==> config.mk <==
export PLATFORM = sky130hd
export DESIGN_NAME = rwt_dac_capture
export DESIGN_NICKNAME = d
export VERILOG_FILES = /design/src/rtl/rwt_dac_capture.sv
export SDC_FILE = /design/constraint.sdc
export NUM_CORES = 2
export LEC_CHECK = 0
export BUFFER_PORTS_ARGS = -buffer_cell sky130_fd_sc_hd__buf_2
export CAP_MARGIN = 20
export CELL_PAD_IN_SITES_DETAIL_PLACEMENT = 1
export CELL_PAD_IN_SITES_GLOBAL_PLACEMENT = 1
export CORE_ASPECT_RATIO = 0.8
export CORE_MARGIN = 10
export CORE_UTILIZATION = 54
export CTS_CLUSTER_SIZE = 30
export DETAILED_ROUTE_END_ITERATION = 10
export MAX_ROUTING_LAYER = met4
export PLACE_DENSITY_LB_ADDON = 0.25
export SLEW_MARGIN = 20
export SYNTH_ARGS = -nofsm -noshare
export SYNTH_HDL_FRONTEND = slang
export SYNTH_SLANG_ARGS = --single-unit
==> constraint.sdc <==
create_clock -name clk -period 11.1 [get_ports clk]
set_clock_uncertainty 0.2 [all_clocks]
set_input_delay 0 -clock clk [delete_from_list [all_inputs] [get_ports clk]]
set_output_delay 0 -clock clk [all_outputs]
set_load 0.1 [all_outputs]
==> src/rtl/rwt_dac_capture.sv <==
// rwt_dac_capture: DAC-side sample capture.
// Drives channel enables and a rate-divided read strobe towards a DAC core,
// stores each strobed dac_data frame in a frame FIFO and serialises the
// enabled channels onto a ready/valid word stream with m_last per frame.
// Optional feature macro: RWT_DAC_CAPTURE_OVF_CNT_EN builds the saturating
// dropped-frame counter; without it overflow_count is tied to zero.
//
// Handshake: a word transfers on every rising edge where m_valid && m_ready.
// While m_valid is high and m_ready low, m_data/m_chan/m_last hold and
// m_valid stays high; only reset can withdraw a pending word.
module rwt_dac_capture #(
   parameter int NUM_CHANNELS = 4,
   parameter int SAMPLE_WIDTH = 16,
   parameter int FIFO_DEPTH   = 16,
   parameter int CNT_WIDTH    = 32,
   parameter int DIV_WIDTH    = 16,
   localparam int CHAN_W      = (NUM_CHANNELS > 1) ? $clog2(NUM_CHANNELS) : 1
) (
   input  logic                                 clk,
   input  logic                                 resetn,
   input  logic [NUM_CHANNELS-1:0]              cfg_enable_mask,
   input  logic [DIV_WIDTH-1:0]                 cfg_rate_div,
   input  logic [CNT_WIDTH-1:0]                 cfg_num_samples,
   input  logic                                 start,
   input  logic                                 stop,
   output logic [NUM_CHANNELS-1:0]              dac_enable,
   output logic                                 dac_valid,
   input  logic [NUM_CHANNELS*SAMPLE_WIDTH-1:0] dac_data,
   output logic [SAMPLE_WIDTH-1:0]              m_data,
   output logic [CHAN_W-1:0]                    m_chan,
   output logic                                 m_valid,
   input  logic                                 m_ready,
   output logic                                 m_last,
   output logic                                 busy,
   output logic [15:0]                          overflow_count
);

   localparam int AW = $clog2(FIFO_DEPTH);
   localparam int FW = NUM_CHANNELS * SAMPLE_WIDTH;
   localparam logic [AW:0] DEPTH_L = (AW + 1)'(FIFO_DEPTH);

   typedef enum logic [1:0] {ST_IDLE, ST_RUN, ST_DRAIN} state_t;

   state_t                  state_q, state_d;
   logic [NUM_CHANNELS-1:0] mask_q, mask_d;
   logic [DIV_WIDTH-1:0]    div_q, div_d, div_cnt_q, div_cnt_d;
   logic [CNT_WIDTH-1:0]    num_q, num_d, cnt_q, cnt_d;
   logic [NUM_CHANNELS-1:0] dac_enable_q, dac_enable_d;
   logic                    dac_valid_q, dac_valid_d;
   logic [FW-1:0]           mem_q [FIFO_DEPTH];
   logic [AW:0]             wr_ptr_q, wr_ptr_d, rd_ptr_q, rd_ptr_d, fill;
   logic                    fifo_full, pop, push, run_start;
   logic [SAMPLE_WIDTH-1:0] m_data_q, m_data_d;
   logic [CHAN_W-1:0]       m_chan_q, m_chan_d;
   logic                    m_last_q, m_last_d, m_valid_q, m_valid_d;
   logic [NUM_CHANNELS-1:0] rem_q, rem_d;
   logic [NUM_CHANNELS-1:0] src_mask, src_low;
   logic [FW-1:0]           src_frame;
   logic [CHAN_W-1:0]       src_idx;
   logic                    src_load;

   // Frame FIFO bookkeeping: the head frame is only popped once its last word
   // is accepted, so a same-cycle pop frees room for a push even when full.
   always_comb begin
      fill      = wr_ptr_q - rd_ptr_q;
      fifo_full = (fill == DEPTH_L);
      pop       = m_valid_q && m_ready && m_last_q;
      push      = dac_valid_q && (!fifo_full || pop);
      wr_ptr_d  = push ? wr_ptr_q + (AW + 1)'(1) : wr_ptr_q;
      rd_ptr_d  = pop  ? rd_ptr_q + (AW + 1)'(1) : rd_ptr_q;
      run_start = (state_q == ST_IDLE) && start && (cfg_enable_mask != '0);
   end

   // Control FSM: run configuration, sample counter, strobe divider, enables.
   always_comb begin
      state_d      = state_q;
      mask_d       = mask_q;
      div_d        = div_q;
      num_d        = num_q;
      cnt_d        = cnt_q;
      div_cnt_d    = div_cnt_q;
      dac_valid_d  = 1'b0;
      dac_enable_d = '0;
      case (state_q)
         ST_IDLE: begin
            if (run_start) begin
               state_d      = ST_RUN;
               mask_d       = cfg_enable_mask;
               div_d        = cfg_rate_div;
               num_d        = cfg_num_samples;
               cnt_d        = '0;
               div_cnt_d    = cfg_rate_div;
               dac_valid_d  = 1'b1;
               dac_enable_d = cfg_enable_mask;
            end
         end
         ST_RUN: begin
            if (dac_valid_q) cnt_d = cnt_q + CNT_WIDTH'(1);
            if (stop || (dac_valid_q && (num_q != '0) && (cnt_q + CNT_WIDTH'(1) == num_q))) begin
               state_d = ST_DRAIN;
            end else begin
               dac_enable_d = mask_q;
               if (div_cnt_q == '0) begin
                  dac_valid_d = 1'b1;
                  div_cnt_d   = div_q;
               end else begin
                  div_cnt_d   = div_cnt_q - DIV_WIDTH'(1);
               end
            end
         end
         ST_DRAIN: begin
            if ((fill == '0) && !m_valid_q) state_d = ST_IDLE;
         end
         default: state_d = ST_IDLE;
      endcase
   end

   // Serialiser: pick the next word from the head frame (or the frame behind
   // it when the head's last word is leaving) so frames follow back to back.
   always_comb begin
      src_load  = 1'b0;
      src_mask  = mask_q;
      src_frame = mem_q[rd_ptr_q[AW-1:0]];
      m_valid_d = m_valid_q;
      m_data_d  = m_data_q;
      m_chan_d  = m_chan_q;
      m_last_d  = m_last_q;
      rem_d     = rem_q;
      if (!m_valid_q) begin
         src_load = (fill != '0);
      end else if (m_ready) begin
         if (!m_last_q) begin
            src_load = 1'b1;
            src_mask = rem_q;
         end else if (fill > (AW + 1)'(1)) begin
            src_load  = 1'b1;
            src_frame = mem_q[rd_ptr_d[AW-1:0]];
         end else begin
            m_valid_d = 1'b0;
         end
      end
      src_low = src_mask & (~src_mask + NUM_CHANNELS'(1));
      src_idx = '0;
      for (int i = NUM_CHANNELS - 1; i >= 0; i--) begin
         if (src_mask[i]) src_idx = CHAN_W'(i);
      end
      if (src_load) begin
         m_valid_d = 1'b1;
         m_chan_d  = src_idx;
         rem_d     = src_mask & ~src_low;
         m_last_d  = ((src_mask & ~src_low) == '0);
         for (int i = 0; i < NUM_CHANNELS; i++) begin
            if (CHAN_W'(i) == src_idx) m_data_d = src_frame[i*SAMPLE_WIDTH +: SAMPLE_WIDTH];
         end
      end
   end

   // State and output registers.
   always_ff @(posedge clk) begin
      if (!resetn) begin
         state_q      <= ST_IDLE;
         mask_q       <= '0;
         div_q        <= '0;
         num_q        <= '0;
         cnt_q        <= '0;
         div_cnt_q    <= '0;
         dac_enable_q <= '0;
         dac_valid_q  <= 1'b0;
         wr_ptr_q     <= '0;
         rd_ptr_q     <= '0;
         m_data_q     <= '0;
         m_chan_q     <= '0;
         m_last_q     <= 1'b0;
         m_valid_q    <= 1'b0;
         rem_q        <= '0;
      end else begin
         state_q      <= state_d;
         mask_q       <= mask_d;
         div_q        <= div_d;
         num_q        <= num_d;
         cnt_q        <= cnt_d;
         div_cnt_q    <= div_cnt_d;
         dac_enable_q <= dac_enable_d;
         dac_valid_q  <= dac_valid_d;
         wr_ptr_q     <= wr_ptr_d;
         rd_ptr_q     <= rd_ptr_d;
         m_data_q     <= m_data_d;
         m_chan_q     <= m_chan_d;
         m_last_q     <= m_last_d;
         m_valid_q    <= m_valid_d;
         rem_q        <= rem_d;
      end
   end

   // Frame storage; contents are don't-care once the pointers are reset.
   always_ff @(posedge clk) begin
      if (push) mem_q[wr_ptr_q[AW-1:0]] <= dac_data;
   end

`ifdef RWT_DAC_CAPTURE_OVF_CNT_EN
   logic [15:0] ovf_q, ovf_d;
   logic        drop;

   // Dropped-frame counter: cleared on run start, saturates at all ones.
   always_comb begin
      drop  = dac_valid_q && fifo_full && !pop;
      ovf_d = ovf_q;
      if (run_start) ovf_d = '0;
      else if (drop && (ovf_q != 16'hFFFF)) ovf_d = ovf_q + 16'd1;
   end

   // Counter register.
   always_ff @(posedge clk) begin
      if (!resetn) ovf_q <= '0;
      else         ovf_q <= ovf_d;
   end

   assign overflow_count = ovf_q;
`else
   assign overflow_count = '0;
`endif

   assign dac_enable = dac_enable_q;
   assign dac_valid  = dac_valid_q;
   assign m_data     = m_data_q;
   assign m_chan     = m_chan_q;
   assign m_last     = m_last_q;
   assign m_valid    = m_valid_q;
   assign busy       = (state_q != ST_IDLE);

endmodule

==> results_dict.tcl <==
set metrics [dict create \
    synthTopCellsByCount "edfxtp_1 (1024), mux4_2 (504), nand2_1 (387)" \
    h-tree-depth 3 \
    clock_latency_ns 0.75 \
    clock-root-buffer "clkbuf_16" \
    path_clk_slew_ns 0.07 \
    post-cts-setup-buffers 0 \
    fin_crit_ns 6.103 \
    core_area_um2 102700 \
    rsz0062_at_grt "no" \
    die-area_um2 117100 \
    cts_tree "done" \
    totalNegativeSetupSlack_ns 0 \
    grt_pass1_vias 42260 \
    synthArstFlopShare_pct 0 \
    cts_buffer_depth 3 \
    end_kind "flip-flop" \
    post-dp-hpwl_um 117100 \
    grt_max_degree 137 \
    power_w 0.01061 \
    cts.sinks 1164 \
    chipHeight_um 308.1 \
    syn2layout_area_growth_pct 15.28 \
    hp-class "primary input to flip-flop" \
    drt_iter0_drc 6666 \
    grt_remaining_overflow 0 \
    syn_area_um2 56010 \
    rows 105 \
    critPathMaxFanout 44 \
    first_pass_iters 6 \
    route.detailed.drc 0 \
    track_usage_pct 35.90 \
    drive_gt1_share_pct 23.96 \
    synth.most_common_cell "edfxtp_1" \
    critPathKind "flip-flop to flip-flop" \
    p_per_area_nw_per_um2 164.3 \
    slew_violations 0 \
    synth_ff_type "edfxtp_1" \
    fin_crit_sh_pct 54.98 \
    yosysTopAreaCell "edfxtp_1" \
    synth_area_leaders "edfxtp_1 (55%), mux4_2 (20%), dfxtp_1 (5.0%)" \
    synthDistinctLibCells 86 \
    gp_congestion 0.9108 \
    seq_area_frac_synth_pct 59.91 \
    avgSynthCellArea_um2 15.42 \
    drv_cap 0 \
    slew_headroom_pct 14.79 \
    holdPathStages 2 \
    grt_pass1_wl_um 301300 \
    netlist_instances 3633 \
    crit_path_top_delay_cell "buf_4" \
    synth_top_area_share_pct 54.90 \
    cp_data_required_time_ns 11.25 \
    numCtsBuffers 114 \
    start_util_pct 54.52 \
    hold_viol_final 0 \
    synth_edf_count 1024 \
    fmax_mhz 163.8 \
    grt_antenna_before_repair 20 \
    ant_nets 0 \
    ys.warnings.count 0 \
    viasPerCell 7.429 \
    fp.dieW_um 380.1 \
    drt-total-wl_um 208400 \
    worst_pin_slew_ns 1.277 \
    setup_viol 0 \
    ir_drop_v 0.0001625 \
    portBuffers 146 \
    wl_per_cell_um 38.11 \
    start_kind "flip-flop" \
    p_leak_nw 20.32 \
    num_io_pins 163 \
    vias 40630 \
    r2r_cells 9 \
    outcome "completed" \
    nNetsFinal 4094 \
    cpPeakStageDelay_ns 0.92 \
    synth-seq-cells 1164 \
    arrival_ns 6.25 \
    path_cells "clkinv_1 -> ha_1 -> a21o_1 -> a21oi_1 -> xnor2_1 -> a41oi_1 -> nand2_1 -> nor2_4 -> buf_4" \
]
## critical path, delay by kind of cell (launching register included)
kind / cells / cell delay (ns)
buf+inv: 2 / 1.51
compound gates: 3 / 1.14
xor+xnor: 1 / 0.16
fa+ha+maj: 1 / 0.55
simple gates: 2 / 1.32
flops: 1 / 0.77
## flip-flops by register name (all words and copies together), names as in the netlist
| signal | cells |
|---|---|
| state_q | 2 |
| div_q | 16 |
| dac_enable | 4 |
| m_valid | 1 |
| m_last | 1 |
| div_cnt_q | 16 |
| wr_ptr_q | 5 |
| m_data | 16 |
| mem_q | 1024 |
| num_q | 32 |
| rem_q | 3 |
| rd_ptr_q | 5 |
| dac_valid | 1 |
| m_chan | 2 |
| cnt_q | 32 |
| mask_q | 4 |
## area by class of cell
cell class              count  area [um2]
diodes                     21       52.55
inverters                  17       67.56
multi-input cells        2158       21230
repair buffers            505        4154
flip-flops and latches   1164       33560
clock buffers             147        3114
clock inverters            66       645.6
well taps                1391        1740
fillers                  9309       38170
## per-layer routing
metal | share of wire, % | track usage, % | wire length [um] | up-vias
met3 | 14 | 10.42 | 28920 | 866
met1 | 34 | 45.26 | 71820 | 20740
li1 | - | - | - | 15510
met4 | 5.7 | 16.38 | 11840 | 0
met5 | 0 | - | 0 | -
met2 | 46 | 54.08 | 95820 | 3517
## placed cells by master, fill, tap and decap left out, types with 12 or more instances in the layout
cell type | synthesis | layout
clkbuf_16 | 0 | 117
and3_1 | 35 | 34
nor2_4 | 0 | 13
nor2b_1 | 12 | 12
mux2i_1 | 69 | 67
o311a_1 | 17 | 17
a31oi_1 | 63 | 62
a311oi_1 | 18 | 17
dlygate4sd3_1 | 0 | 268
edfxtp_1 | 1024 | 1024
a21oi_1 | 179 | 179
o21ai_0 | 68 | 68
dfxtp_1 | 140 | 137
buf_4 | 41 | 85
buf_2 | 102 | 146
diode_2 | 0 | 21
xnor2_1 | 45 | 41
mux4_2 | 504 | 504
nand4_1 | 44 | 44
nor2_1 | 152 | 137
clkbuf_1 | 139 | 22
nor3_1 | 62 | 57
nor4_1 | 25 | 25
nand2_1 | 387 | 387
a22oi_1 | 32 | 32
o22ai_1 | 68 | 68
inv_1 | 15 | 13
a211oi_1 | 37 | 37
conb_1 | 1 | 16
xor2_1 | 24 | 24
nand3_1 | 84 | 83
clkinv_1 | 1 | 26
o221ai_1 | 15 | 15
clkinv_2 | 0 | 20
## kinds of logic (layout without fill, tap and decap cells)
| family | Yosys count | in the layout | share of synthesized area (%) |
|---|---|---|---|
| xor gates and xnor gates | 71 | 71 | 1.157 |
| adders and majority gates | 14 | 14 | 0.3217 |
| AOI/OAI and AO/OA | 616 | 616 | 7.187 |
| DFF | 1164 | 1164 | 59.91 |
| muxes | 579 | 579 | 21.62 |
| and+or+nand+nor | 862 | 862 | 7.073 |
| buffers and inverters | 326 | 735 | 2.730 |
| other | 1 | 37 | 0.006695 |
## power breakdown
group | leakage [nW] | total, W | switching, W | internal [W]
Sequential | 10.4 | 0.00495 | 0.000116 | 0.00483
Combinational | 8.13 | 0.00165 | 0.00108 | 0.000563
Clock | 1.83 | 0.00401 | 0.00178 | 0.00223
## timing repair
action | 4_1_cts | 5_1_grt
gates resized for setup | 0 | 0
hold endpoints to repair | 1127 | 0
hold buffers | 268 | 0
## through the flow
step           instances  hold slack, ns  area (um2)  worst slack (ns)  utilization [%]
4_1_cts             5448        0.001182       64510             5.202            62.79
6_report            5469         0.01621       64570             4.997            62.85
3_3_place_gp        4967         0.04391       58070             5.325            56.52
5_1_grt             5467         0.02184       64560             4.980            62.85
2_1_floorplan       3648         -0.1011       56070             3.237                -
3_5_place_dp        4967         0.05515       58070             5.362            56.52
## path summary, 6_finish.rpt
check / from / to / slack (ns)
worst max-delay path: rd_ptr_q[2] / mem_q[15][46] / 5.00
worst min-delay path: dac_data[44] / mem_q[3][44] / 0.02
worst max register to register: rd_ptr_q[2] / mem_q[15][46] / 5.00
worst min register to register: m_chan[0] / m_chan[0] / 0.33
No activity file was read; power rests on OpenSTA's default activity.
